$ cat src/rtl/ssd_pkg.sv
// Shared constants and types for the SSD source/sink stream blocks.
package ssd_pkg;

    localparam int DATA_W    = 16;
    localparam int DEF_DEPTH = 16;
    localparam int DEF_AW    = 4;
    localparam int BLEN_W    = 16;

    typedef enum logic {
        BURST_IDLE   = 1'b0,
        BURST_ACTIVE = 1'b1
    } burst_state_e;

    // Saturating increment so very long bursts report 16'hFFFF rather than wrapping.
    function automatic logic [BLEN_W-1:0] sat_inc(input logic [BLEN_W-1:0] v);
        return (v == {BLEN_W{1'b1}}) ? v : v + 1'b1;
    endfunction

endpackage

$ cat src/rtl/sink_fifo_sync.sv
// Single-clock show-ahead FIFO: head word is visible on rd_data while not empty.
module sink_fifo_sync
    import ssd_pkg::*;
#(
    parameter int DEPTH = DEF_DEPTH,
    parameter int AW    = DEF_AW,
    parameter int W     = DATA_W
) (
    input  logic          clk,
    input  logic          nRST,
    input  logic          push,
    input  logic          pop,
    input  logic [W-1:0]  wr_data,
    output logic [W-1:0]  rd_data,
    output logic          full,
    output logic          empty,
    output logic [AW:0]   level
);

    logic [W-1:0]  mem [DEPTH];
    logic [AW-1:0] wr_ptr_q, wr_ptr_d;
    logic [AW-1:0] rd_ptr_q, rd_ptr_d;
    logic [AW:0]   level_q, level_d;
    logic          do_push, do_pop;

    assign full    = (level_q == (AW+1)'(DEPTH));
    assign empty   = (level_q == '0);
    assign level   = level_q;
    assign rd_data = mem[rd_ptr_q];

    // A push into a full FIFO is only legal when the same cycle pops.
    assign do_pop  = pop & ~empty;
    assign do_push = push & (~full | do_pop);

    always_comb begin
        wr_ptr_d = wr_ptr_q;
        rd_ptr_d = rd_ptr_q;
        level_d  = level_q;
        if (do_push) wr_ptr_d = wr_ptr_q + 1'b1;
        if (do_pop)  rd_ptr_d = rd_ptr_q + 1'b1;
        case ({do_push, do_pop})
            2'b10:   level_d = level_q + 1'b1;
            2'b01:   level_d = level_q - 1'b1;
            default: level_d = level_q;
        endcase
    end

    always_ff @(posedge clk) begin
        if (do_push) mem[wr_ptr_q] <= wr_data;
    end

    always_ff @(posedge clk or negedge nRST) begin
        if (!nRST) begin
            wr_ptr_q <= '0;
            rd_ptr_q <= '0;
            level_q  <= '0;
        end else begin
            wr_ptr_q <= wr_ptr_d;
            rd_ptr_q <= rd_ptr_d;
            level_q  <= level_d;
        end
    end

endmodule

$ cat src/rtl/sink_in_16bit.sv
// Receive-side capture of the 16-bit source stream: FIFO buffering with drop
// detection, plus burst-length reporting for the SSD control logic.
module sink_in_16bit
    import ssd_pkg::*;
#(
    parameter int DEPTH = DEF_DEPTH,
    parameter int AW    = DEF_AW
) (
    input  logic              clk,
    input  logic              nRST,
    input  logic              data_en_in,
    input  logic [DATA_W-1:0] data_in,
    output logic              out_valid,
    output logic [DATA_W-1:0] out_data,
    input  logic              out_ready,
    output logic [AW:0]       level,
    output logic              burst_done,
    output logic [BLEN_W-1:0] burst_len,
    output logic              overflow,
    input  logic              clr_ovf
);

    logic fifo_full, fifo_empty;
    logic push, pop, drop;

    burst_state_e      state_q, state_d;
    logic [BLEN_W-1:0] burst_cnt_q, burst_cnt_d;
    logic [BLEN_W-1:0] burst_len_q, burst_len_d;
    logic              burst_done_q, burst_done_d;
    logic              overflow_q, overflow_d;

    assign out_valid = ~fifo_empty;
    assign pop       = out_valid & out_ready;
    assign push      = data_en_in & (~fifo_full | pop);
    assign drop      = data_en_in & fifo_full & ~pop;

    sink_fifo_sync #(
        .DEPTH (DEPTH),
        .AW    (AW),
        .W     (DATA_W)
    ) u_fifo (
        .clk     (clk),
        .nRST    (nRST),
        .push    (push),
        .pop     (pop),
        .wr_data (data_in),
        .rd_data (out_data),
        .full    (fifo_full),
        .empty   (fifo_empty),
        .level   (level)
    );

    // Set wins over clear so a drop in the clearing cycle is never lost.
    assign overflow_d = drop ? 1'b1 : (clr_ovf ? 1'b0 : overflow_q);

    // The state register doubles as the delayed strobe en_d.
    always_comb begin
        state_d      = state_q;
        burst_cnt_d  = burst_cnt_q;
        burst_len_d  = burst_len_q;
        burst_done_d = 1'b0;
        case (state_q)
            BURST_IDLE: begin
                if (data_en_in) begin
                    state_d     = BURST_ACTIVE;
                    burst_cnt_d = sat_inc(burst_cnt_q);
                end
            end
            BURST_ACTIVE: begin
                if (data_en_in) begin
                    burst_cnt_d = sat_inc(burst_cnt_q);
                end else begin
                    state_d      = BURST_IDLE;
                    burst_len_d  = burst_cnt_q;
                    burst_done_d = 1'b1;
                    burst_cnt_d  = '0;
                end
            end
        endcase
    end

    always_ff @(posedge clk or negedge nRST) begin
        if (!nRST) begin
            state_q      <= BURST_IDLE;
            burst_cnt_q  <= '0;
            burst_len_q  <= '0;
            burst_done_q <= 1'b0;
            overflow_q   <= 1'b0;
        end else begin
            state_q      <= state_d;
            burst_cnt_q  <= burst_cnt_d;
            burst_len_q  <= burst_len_d;
            burst_done_q <= burst_done_d;
            overflow_q   <= overflow_d;
        end
    end

    assign burst_done = burst_done_q;
    assign burst_len  = burst_len_q;
    assign overflow   = overflow_q;

endmodule

$ cat config.mk
export PLATFORM = sky130hd
export DESIGN_NAME = sink_in_16bit
export DESIGN_NICKNAME = d
export VERILOG_FILES = /design/src/rtl/ssd_pkg.sv /design/src/rtl/sink_fifo_sync.sv /design/src/rtl/sink_in_16bit.sv
export SDC_FILE = /design/constraint.sdc
export NUM_CORES = 1
export LEC_CHECK = 0
export ABC_AREA = 1
export CORE_MARGIN = 3
export CORE_UTILIZATION = 50
export CTS_CLUSTER_DIAMETER = 100
export DETAILED_ROUTE_END_ITERATION = 8
export GPL_TIMING_DRIVEN = 0
export PLACE_DENSITY = 0.7
export SLEW_MARGIN = 20
export SYNTH_ARGS = -nofsm -noshare
export SYNTH_HDL_FRONTEND = slang
export SYNTH_HIERARCHICAL = 1
export SYNTH_SLANG_ARGS = --single-unit
$ cat constraint.sdc
create_clock -name clk -period 2.85 [get_ports clk]
set_input_delay 0.285 -clock clk [delete_from_list [all_inputs] [get_ports clk]]
set_output_delay 0.285 -clock clk [all_outputs]
set_load 0.02 [all_outputs]
==> impl_results.md, run 1 <==
- CTS Root Cell: clkbuf_16
- Max_slew headroom: 49.12%
- Leading area contributor after synthesis: edfxtp_1
- Crit Path Class: reg2out
- Ports: 61
- Failing checks: setup timing
- Library cells used by synthesis: 32
- Leading cell type by number of instances after synthesis: edfxtp_1
- Synth area leaders: edfxtp_1 60%, dfrtp_1 9.4%, nor2_1 5.9%
- Crit start category: flop
- WP data arrival: roughly 2.6 ns
- R2r setup slk: 0.03 ns
- Clock sinks: 304
- Min Tclk post-route: about 2.9 ns
- Fmax: around 340 MHz
- Mux cell area share after synthesis: 0%
- Post-synth top area share: 60.46%
- Row cnt: 57
- Post-Synth Adder-Cell Area: 1.043%
- Die width: 165.5 µm
- Die area: 0.02738 mm²
- Clock Skew: 0.01672 ns
- GRT Total Usage: 25.59%
- H-tree depth: 1
- Leak: 5.516 nW
- Share of cells above drive strength 1: between 10% and 20%
- Synthesized-area fraction occupied by and/or/nand/nor cells: 12.67%
- Endpoint class of the critical path: output pin
- Req. time, crit path: ~2.6 ns
- Post-route DRC: 0
- Post-Route WL: 34.91 mm
- DRT iter0 DRCs: 1156
- Wire per inst: 22.64 µm
- Post-synth EDFFs: about 260
- Die Ht: 165.5 µm
- Status: finished with violations
- Post-DP HPWL: 22.75 mm
- Routability-driven placement congestion ratio: 0.9257
- Detail Route Antenna Nets: 0
- Mean post-synth cell area: 11.77 µm²
- Pwr Density: 997.8 mW/mm²
- Reg2reg path depth: 11
- Total iterations of the first detailed-routing run: 5
- Antenna diodes: 0
- # Max-Cap Violations: 0
- Area Growth Syn to Fin: 18.58%
- Crit-path cells: buf_6 > buf_6 > inv_6 > buf_8 > buf_6 > nor2_1 > o211ai_1 > nand3_1 > nand2_1 > clkdlybuf4s15_1
- Inserted Clock Buffers: 31
- FF-to-FF End: u_fifo/mem[12][13]
- Worst-case clock buffer depth: 3
- Compound-Gate Fraction of Synth Area: 10.91%
- RR Startpoint: u_fifo/level[1]
- Ys flop type: edfxtp_1
- Hold slack: 0.1494 ns
- Commonest cells post-synth: 256 x edfxtp_1, 200 x nor2_1, 149 x o21ai_0
- Hold Crit Class: in2async
- Top cell by count, worst path: buf_6
- Synth Instances: 1080
- GR Overflow Total: 0
- Layout net count: 1224
- Final hold violations: 0
- Crit share post-route: 102.1%
- Reg clk slew, reported paths: around 0.060 ns
- Slowest Stage Delay on Critical Path: 0.39 ns
- Initial antenna violation count: 0
- First-pass GRT wire length: 51.53 mm
- XOR/XNOR Fraction of Synth Area: 1.102%
- Place WS: -0.3642 ns
- Core area: 0.02468 mm²
- Proportion of synthesized chip area in sequential cells: 69.91%
- PortBufs: 60
- Crit path max fanout: 10
- Ys Warns: 6
- Vias/cell: 5.847
- Post-route setup slack: -0.05975 ns
- RSZ-0062 raised after global routing: yes
- Synthesized Nets: ~1100
- Post-synth ARST share: around 16%
- Vias: 9016
- Vias in the first global route: between 8000 and 9000
- Number of synthesized register bits: between 300 and 400
- Mapped Area: about 0.013 mm²
- Measured slew at the worst slew-check pin: 0.7608 ns
- Pin count of the biggest net entering global routing: 23
- Max VDD drop: 0.001018 V
- Main combinational cell family by area after synthesis: simple AND/OR/NAND/NOR gates
- Setup violations, final: 1
- Starting Density: 51.53%
- TritonCTS clock tree: done
- Clock latency on the worst-skew pair: 0.56 ns
- Slew Limit Fails: 0
- Critical Path Slowest Stage Cell: dfrtp_1
==> area by class of cell <==
cell class	instances	area (µm²)
Inverter	62	237.7
Timing Repair Buffer	81	867.1
Fill cell	1912	9599
Clock buffer	36	794.5
Clock inverter	22	145.1
Tap cell	324	405.4
Sequential cell	304	8889
Multi-Input combinational cell	657	3372
Buffer	56	366.6
==> registers in the layout (all words and copies together) (netlist names) <==
signal	count
state_q	1
u_fifo/wr_ptr_q	4
u_fifo/mem	256
burst_done	1
u_fifo/level	5
burst_len	16
burst_cnt_q	16
overflow	1
u_fifo/rd_ptr_q	4
==> timing repair <==
action	CTS	global route
setup buffers	0	9
gates resized for setup	52	30
endpoints found under the setup margin	23	145
hold endpoints to repair	29	0
pin swaps	3	14
hold buffers	1	0
==> critical path, delay by kind of cell, from the launching register on <==
family / cells / cell delay [ns]
flops: 1 / 0.39
simple gates: 3 / 0.38
buf+inv: 6 / 1.06
compound gates: 1 / 0.23
==> worst max path at each step <==
stage	from	to	slack, ns
5_1_grt	u_fifo/level[1]	u_fifo/mem[12][13]	-0.16
6_report	u_fifo/rd_ptr_q[0]	out_data[4]	-0.06
4_1_cts	u_fifo/rd_ptr_q[0]	out_data[11]	0.0007
3_5_place_dp	data_en_in	u_fifo/mem[1][0]	-0.36
3_3_place_gp	data_en_in	u_fifo/mem[8][2]	-0.97
2_1_floorplan	u_fifo/level[1]	u_fifo/mem[0][0]	0.17
==> metal layers <==
layer | wire (µm) | global-route usage, % | vias to the layer above
li1 | - | - | 4044
met1 | 13590 | 35.53 | 4335
met2 | 16420 | 40.46 | 536
met3 | 3460 | 4.689 | 101
met4 | 1443 | 10.02 | 0
met5 | 0 | 0 | -
==> logic make-up (layout without fill, tap and decap cells) <==
| group | count (synthesis) | count (layout) |
|---|---|---|
| AOI/OAI and AO/OA | 243 | 243 |
| xor gates and xnor gates | 16 | 16 |
| adders and majority gates | 10 | 10 |
| buffers and inverters | 119 | 257 |
| DFF | 304 | 304 |
| and+or+nand+nor | 388 | 388 |
==> cell usage in the layout (no fill, tap or decap), types with 2 or more instances in the layout <==
cell	instances
inv_1	57
clkbuf_4	2
xor2_1	16
clkinvlp_4	2
o211ai_1	64
inv_6	3
buf_4	14
nand2_2	9
buf_12	6
edfxtp_1	256
o21ai_1	8
clkdlybuf4s50_1	43
dfrtp_1	48
inv_2	3
o21bai_1	3
clkbuf_2	18
buf_8	9
nor2_4	14
a21oi_1	18
buf_16	2
nand2_1	109
clkbuf_16	31
buf_2	16
clkinv_1	6
nor2_2	7
buf_6	10
ha_1	9
clkinv_2	11
nand3_1	57
nor2_1	184
clkdlybuf4s15_1	2
nand4_1	4
o21ai_0	149
clkbuf_1	17
==> stage by stage <==
| step | std cells | TNS [ns] | instance area [µm²] | utilization [%] | total power (W) |
|---|---|---|---|---|---|
| after global routing | 1542 | -3.162 | 15080 | 61.10 | 0.01566 |
| after global placement | 1464 | -218.54 | 13720 | 55.60 | 0.01101 |
| after detailed placement | 1475 | -30.36 | 13970 | 56.63 | 0.01123 |
| after floorplan | 1080 | 0 | 12710 | - | 0.008796 |
| final | 1542 | -0.05975 | 15080 | 61.10 | 0.01504 |
| after CTS | 1533 | 0 | 14960 | 60.62 | 0.01491 |
==> where the power goes <==
part / total, W / switching (W) / leakage, nW / internal [W]
clock: 0.00376 / 0.00167 / 0.466 / 0.00209
sequential: 0.00552 / 0.000213 / 2.94 / 0.00531
combinational: 0.00577 / 0.00400 / 2.11 / 0.00177
total: 0.0150 / 0.00588 / 5.52 / 0.00916
No activity file was read; power rests on OpenSTA's default activity.
==> inputs of run 2 (changes only) <==
--- a/config.mk
+++ b/config.mk
@@ -9,6 +9,7 @@
 export CORE_MARGIN = 3
 export CORE_UTILIZATION = 50
 export CTS_CLUSTER_DIAMETER = 100
+export CTS_CLUSTER_SIZE = 12
 export DETAILED_ROUTE_END_ITERATION = 8
 export GPL_TIMING_DRIVEN = 0
 export PLACE_DENSITY = 0.7
==> run 2 against run 1 <==
Compared with the run above: the run now ends clean; sequential share of layout area increased by 0.76 points; register-to-register slack improved by 0.03 ns; critical path type is now reg2reg; worst hold slack improved by 0.015 ns; sequential power is essentially flat; worst setup slack gained 0.12 ns; cell count fell by 1.2%; utilization down 0.78 points; clock power fell by 10%; sequential cell count unchanged; power decreased by 2.9%; highest routed layer is now met5; critical path depth rose by 1.
==> impl_results.md, run 2 (synthesis gave the netlist of run 1 again) <==
- Fmax: 358.2 MHz (was 343.7 MHz)
- Core area: 0.02468 mm² (unchanged)
- DRT iter0 DRCs: 1214 (was 1156)
- Layout net count: 1221 (was 1224)
- Hold slack: 0.1644 ns (was 0.1494 ns)
- Status: completed (was finished with violations)
- Row cnt: 57 (unchanged)
- Share of cells above drive strength 1: 12.01% (was 13.38%)
- Max reg flops: 256 (unchanged)
- Final instance area: 0.01489 mm² (was 0.01508 mm²)
- Register share of total power: 37.8% (was 36.7%)
- Antenna diodes: 0 (unchanged)
- GRT Total Usage: 25.45% (was 25.59%)
- RR Startpoint: u_fifo/level[1] (unchanged)
- Clock latency on the worst-skew pair: 0.55 ns (was 0.56 ns)
- Pin count of the biggest net entering global routing: 23 (unchanged)
- Crit-path cells: nor2_1 > nand3_1 > inv_1 > inv_1 > nand2_1 > a21oi_1 > o21ai_2 > inv_1 > nand2_1 > nor2_2 > buf_8 (was buf_6 > buf_6 > inv_6 > buf_8 > buf_6 > nor2_1 > o211ai_1 > nand3_1 > nand2_1 > clkdlybuf4s15_1)
- Die area: 0.02738 mm² (unchanged)
- Routability-driven placement congestion ratio: 0.9257 (unchanged)
- Crit share post-route: 97.95% (was 102.1%)
- Clock sinks: 304 (unchanged)
- Min Tclk post-route: 2.792 ns (was 2.910 ns)
- Crit path max fanout: 9 (was 10)
- DP Area: 0.01397 mm² (unchanged)
- Reg clk slew, reported paths: 0.06 ns (about the same)
- Detail Route Antenna Nets: 0 (unchanged)
- H-tree depth: 1 (unchanged)
- Die Ht: 165.5 µm (unchanged)
- Inserted Clock Buffers: 29 (was 31)
- Pwr Density: 981.3 mW/mm² (was 997.8 mW/mm²)
- TritonCTS clock tree: done (unchanged)
- Slowest Stage Delay on Critical Path: 0.62 ns (was 0.39 ns)
- WP data arrival: 3.04 ns (was 2.62 ns)
- Post-DP HPWL: 22.75 mm (unchanged)
- Max_slew headroom: 48.51% (was 49.12%)
- Pint: 0.008891 W (was 0.009165 W)
- Post-route DRC: 0 (unchanged)
- Area Growth Syn to Fin: 17.07% (was 18.58%)
- First-pass GRT wire length: 51.07 mm (was 51.53 mm)
- Top reg by flops: u_fifo/mem (unchanged)
- Endpoint class of the critical path: flop (was output pin)
- Register area: 0.008889 mm² (unchanged)
- Vias/cell: 5.904 (was 5.847)
- Wire per inst: 22.95 µm (was 22.64 µm)
- Vias in the first global route: 8676 (was 8658)
- Vias: 8992 (was 9016)
- Clock network fraction of design power: 23.1% (was 25.0%)
- Starting Density: 51.53% (unchanged)
- Fill count: 1938 (was 1912)
- PortBufs: 60 (unchanged)
- Req. time, crit path: 3.10 ns (was 2.57 ns)
- Die width: 165.5 µm (unchanged)
- Comb power frac: 39.2% (was 38.3%)
- # Max-Cap Violations: 0 (unchanged)
- Max VDD drop: 0.0009589 V (was 0.001018 V)
- Crit start category: flop (unchanged)
- Post-Route WL: 34.96 mm (was 34.91 mm)
- Initial antenna violation count: 1 (was 0)
- FF-to-FF End: u_fifo/mem[12][13] (unchanged)
- Leak: 5.417 nW (was 5.516 nW)
- Net Sw Frac: 39.13% (was 39.08%)
- Area of the multi-input gates: 0.003372 mm² (unchanged)
- Critical Path Slowest Stage Cell: nor2_2 (was dfrtp_1)
- Ports: 61 (unchanged)
- Switching pwr: 0.005717 W (was 0.005879 W)
- Most frequent cells in the layout: 256 x edfxtp_1, 184 x nor2_1, 149 x o21ai_0 (unchanged)
- Hold Crit Class: in2async (unchanged)
- Most common cell after layout, fill and taps aside: edfxtp_1 (unchanged)
- Final hold violations: 0 (unchanged)
- Measured slew at the worst slew-check pin: 0.7700 ns (was 0.7608 ns)
- R2r setup slk: 0.06 ns (was 0.03 ns)
- CTS Root Cell: clkbuf_16 (unchanged)
- Crit Path Class: reg2reg (was reg2out)
- GR Overflow Total: 0 (unchanged)
- Clock Skew: 0.01765 ns (was 0.01672 ns)
- Top cell by count, worst path: inv_1 (was buf_6)
- Slew Limit Fails: 0 (unchanged)
- Worst-case clock buffer depth: 3 (unchanged)
- Reg2reg path depth: 11 (unchanged)
- RSZ-0062 raised after global routing: yes (unchanged)
- Setup violations, final: 0 (was 1)
- Total iterations of the first detailed-routing run: 5 (unchanged)
==> run 2: stage by stage <==
stage | instances | setup slack, ns | TNS, ns | utilization [%] | power [W]
5_1_grt | 1523 | -0.1099 | -2.094 | 60.32 | 0.01521
3_3_place_gp | 1464 | -0.9713 | -218.54 | 55.60 | 0.01101
4_1_cts | 1515 | 0.007815 | 0 | 59.94 | 0.01449
2_1_floorplan | 1080 | 0.1716 | 0 | - | 0.008796
3_5_place_dp | 1475 | -0.3642 | -30.36 | 56.63 | 0.01123
6_report | 1523 | 0.05830 | 0 | 60.32 | 0.01461
==> run 2: power groups by stage <==
stage               sequential (W)  combinational [W]  clock, W
CTS                        0.00552            0.00559   0.00339
global placement           0.00559            0.00542         0
finish                     0.00552            0.00572   0.00337
detailed placement         0.00558            0.00564         0
global route               0.00556            0.00608   0.00358
floorplan                  0.00561            0.00319         0
==> run 2: timing repair <==
item / CTS / global route
gates resized for setup: 48 / 32
hold endpoints to repair: 29 / 0
setup endpoints to repair: 23 / 146
pin swaps: 4 / 16
hold buffers: 1 / 0
buffers inserted: 0 / 8
==> run 2: worst max-delay path by stage <==
stage | from | to | cells past startpoint
final | u_fifo/level[1] | u_fifo/mem[12][13] | 11
after global routing | u_fifo/level[1] | u_fifo/mem[0][5] | 11
after CTS | u_fifo/rd_ptr_q[0] | out_data[1] | 9
after detailed placement | data_en_in | u_fifo/mem[1][0] | 9
after global placement | data_en_in | u_fifo/mem[8][2] | 8
after floorplan | u_fifo/level[1] | u_fifo/mem[0][0] | 10
==> run 2: cell type report <==
type | instances | share of cell area (%)
sequential | 304 | 59.71
buffer | 56 | 2.421
timing repair buffer | 80 | 5.674
clock buffer | 38 | 5.102
clock inverter | 2 | 0.1177
multi-input combinational | 657 | 22.65
inverter | 62 | 1.597
tap | 324 | 2.723
==> run 2: layer usage <==
metal  part of all wire [%]  up-vias  track usage [%]
met3                     10      110            4.216
met4                    4.0        2            9.716
met2                     47      520            40.76
li1                       -     4019                -
met5                  0.037        -                0
met1                     39     4341            35.29
==> run 2: critical path: cells and delay by family (launching register included) <==
family                 cells  cell delay (ns)
AND/OR/NAND/NOR            5             1.17
AO/OA/AOI/OAI              2             0.37
buffers and inverters      4             0.55
flip-flops                 1             0.42
==> inputs of run 3 (changes only) <==
--- a/config.mk
+++ b/config.mk
@@ -8,7 +8,7 @@
 export ABC_AREA = 1
 export CORE_MARGIN = 3
 export CORE_UTILIZATION = 50
-export CTS_CLUSTER_DIAMETER = 100
+export CTS_CLUSTER_DIAMETER = 80
 export CTS_CLUSTER_SIZE = 12
 export DETAILED_ROUTE_END_ITERATION = 8
 export GPL_TIMING_DRIVEN = 0
==> run 3 against run 2 <==
Compared with the run above: routed wire length fell by 0.13%; utilization decreased by 0.12 points; clock-buffer cell count unchanged; clock skew fell by 0.0025 ns; maximum frequency decreased by 1.1%; non-clock buffer count fell by 1; sequential cell count is the same; global-route usage is 0.11 points lower; worst setup slack got worse by 0.031 ns; via count decreased by 0.36%; largest power group unchanged.
==> impl_results.md, run 3 (synthesis gave the netlist of run 1 again) <==
- Initial antenna violation count: 0 (was 1)
- GRT Total Usage: 25.34% (was 25.45%)
- Top cell by count, worst path: buf_6 (was inv_1)
- Share of cells above drive strength 1: 11.77% (was 12.01%)
- Most frequent cells in the layout: 256 x edfxtp_1, 184 x nor2_1, 149 x o21ai_0 (unchanged)
- Ports: 61 (unchanged)
- Min Tclk post-route: 2.823 ns (was 2.792 ns)
- FF-to-FF End: u_fifo/mem[12][1] (was u_fifo/mem[12][13])
- Wire per inst: 22.94 µm (was 22.95 µm)
- Row cnt: 57 (unchanged)
- Register share of total power: 37.8% (about the same)
- Final hold violations: 0 (unchanged)
- Hold Crit Class: in2async (unchanged)
- Switching pwr: 0.005717 W (about the same)
- First-pass GRT wire length: 50.88 mm (was 51.07 mm)
- Inserted Clock Buffers: 29 (unchanged)
- Vias in the first global route: 8646 (was 8676)
- Detail Route Antenna Nets: 0 (unchanged)
- Worst-case clock buffer depth: 3 (unchanged)
- Crit-path cells: buf_6 > buf_6 > inv_6 > buf_8 > buf_6 > nor2_1 > o211ai_1 > nand3_1 > nand2_1 > clkdlybuf4s15_1 (was nor2_1 > nand3_1 > inv_1 > inv_1 > nand2_1 > a21oi_1 > o21ai_2 > inv_1 > nand2_1 > nor2_2 > buf_8)
- Antenna diodes: 0 (unchanged)
- Vias/cell: 5.887 (was 5.904)
- Max VDD drop: 0.0009686 V (was 0.0009589 V)
- Total Power: 0.01459 W (was 0.01461 W)
- Post-Route WL: 34.91 mm (was 34.96 mm)
- Vias: 8960 (was 8992)
- R2r setup slk: 0.08 ns (was 0.06 ns)
- Finished Core Util: 60.21% (was 60.32%)
- # Max-Cap Violations: 0 (unchanged)
- Crit Path Class: reg2out (was reg2reg)
- Fmax: 354.3 MHz (was 358.2 MHz)
- Reg2reg path depth: 11 (unchanged)
- H-tree depth: 1 (unchanged)
- Clock sinks: 304 (unchanged)
- Routability-driven placement congestion ratio: 0.9257 (unchanged)
- Area of the multi-input gates: 0.003369 mm² (was 0.003372 mm²)
- Net Sw Frac: 39.17% (was 39.13%)
- Die Ht: 165.5 µm (unchanged)
- Clock latency on the worst-skew pair: 0.56 ns (was 0.55 ns)
- WP data arrival: 2.54 ns (was 3.04 ns)
- GR Overflow Total: 0 (unchanged)
- Fill count: 1944 (was 1938)
- Measured slew at the worst slew-check pin: 0.7755 ns (was 0.7700 ns)
- Leak: 5.404 nW (was 5.417 nW)
- Req. time, crit path: 2.57 ns (was 3.10 ns)
- Max_slew headroom: 48.14% (was 48.51%)
- Max reg flops: 256 (unchanged)
- Crit share post-route: 99.04% (was 97.95%)
- Post-route DRC: 0 (unchanged)
- Post-DP HPWL: 22.75 mm (unchanged)
- Endpoint class of the critical path: output pin (was flop)
- Most common cell after layout, fill and taps aside: edfxtp_1 (unchanged)
- Area Growth Syn to Fin: 16.85% (was 17.07%)
- Starting Density: 51.53% (unchanged)
- Layout net count: 1220 (was 1221)
- Setup violations, final: 0 (unchanged)
- TritonCTS clock tree: done (unchanged)
- PortBufs: 60 (unchanged)
- RR Startpoint: u_fifo/level[1] (unchanged)
- Pin count of the biggest net entering global routing: 23 (unchanged)
- Clock Skew: 0.01519 ns (was 0.01765 ns)
- Crit path max fanout: 10 (was 9)
- Pint: 0.008877 W (was 0.008891 W)
- Reg clk slew, reported paths: 0.06 ns (about the same)
- Critical Path Slowest Stage Cell: dfrtp_1 (was nor2_2)
- DRT iter0 DRCs: 1151 (was 1214)
- Clock network fraction of design power: 23.1% (about the same)
- Total iterations of the first detailed-routing run: 7 (was 5)
- Top reg by flops: u_fifo/mem (unchanged)
- Die area: 0.02738 mm² (unchanged)
- Status: completed (unchanged)
- Crit start category: flop (unchanged)
- CTS Root Cell: clkbuf_16 (unchanged)
- Die width: 165.5 µm (unchanged)
- Register area: 0.008889 mm² (unchanged)
- Slowest Stage Delay on Critical Path: 0.40 ns (was 0.62 ns)
- Core area: 0.02468 mm² (unchanged)
- Slew Limit Fails: 0 (unchanged)
- RSZ-0062 raised after global routing: yes (unchanged)
- Pwr Density: 982.3 mW/mm² (was 981.3 mW/mm²)
- Comb power frac: 39.1% (was 39.2%)
## run 3: cell count changes in the layout (fill, tap and decap cells not counted), sizes merged
cell,change
buf,-3
clkbuf,+2
## run 3: per-stage QoR
step / TNS, ns / instance area, µm² / hold slack, ns / cells / setup slack (ns)
3_3_place_gp: -218.54 / 13720 / 0.4565 / 1464 / -0.9713
4_1_cts: 0 / 14790 / 0.1411 / 1515 / 0.001953
5_1_grt: -2.812 / 14860 / 0.1815 / 1522 / -0.1055
2_1_floorplan: 0 / 12710 / -0.01059 / 1080 / 0.1716
3_5_place_dp: -30.36 / 13970 / 0.1837 / 1475 / -0.3642
6_report: 0 / 14860 / 0.1635 / 1522 / 0.02737
## run 3: what timing repair did
| action | in CTS | in global routing |
|---|---|---|
| endpoints found under the setup margin | 23 | 137 |
| pin swaps | 6 | 10 |
| hold buffers | 1 | 0 |
| resized for setup | 46 | 27 |
| endpoints found under the hold margin | 29 | 0 |
| buffers inserted | 0 | 7 |
| cloned | 0 | 0 |
## run 3: cell type report
| cell class | instances | share of cell area (%) |
|---|---|---|
| Sequential cell | 304 | 59.83 |
| Multi-Input combinational cell | 657 | 22.68 |
| Timing Repair Buffer | 79 | 5.550 |
| Clock buffer | 38 | 5.112 |
| Tap cell | 324 | 2.729 |
| Buffer | 56 | 2.383 |
| Inverter | 62 | 1.600 |
| Clock inverter | 2 | 0.1179 |
## run 3: critical path: cells and delay by family (launching register included)
family	cells	cell delay (ns)
flops	1	0.40
buf+inv	6	1.04
compound gates	1	0.25
simple gates	3	0.30
## run 3: power groups by stage
stage / Sequential [W] / Clock (W) / Combinational, W
after CTS: 0.00552 / 0.00340 / 0.00557
after detailed placement: 0.00558 / 0 / 0.00564
after floorplan: 0.00561 / 0 / 0.00319
after global routing: 0.00556 / 0.00358 / 0.00604
final: 0.00552 / 0.00337 / 0.00570
after global placement: 0.00559 / 0 / 0.00542
## run 3: routing by layer
metal | global-route usage (%) | up-vias | routed length [µm]
met5 | 0 | - | 0
met4 | 8.847 | 0 | 1181
met3 | 4.340 | 85 | 3768
met2 | 40.85 | 524 | 16440
met1 | 35.17 | 4338 | 13530
li1 | - | 4013 | -
## run 3: how the worst max path moves through the flow
stage / to / slack (ns) / start / cells after the start
2_1_floorplan: u_fifo/mem[0][0] / 0.17 / u_fifo/level[1] / 10
5_1_grt: u_fifo/mem[12][1] / -0.11 / u_fifo/level[1] / 11
6_report: out_data[3] / 0.03 / u_fifo/rd_ptr_q[0] / 10
3_3_place_gp: u_fifo/mem[8][2] / -0.97 / data_en_in / 8
3_5_place_dp: u_fifo/mem[1][0] / -0.36 / data_en_in / 9
4_1_cts: out_data[10] / 0.002 / u_fifo/rd_ptr_q[0] / 10
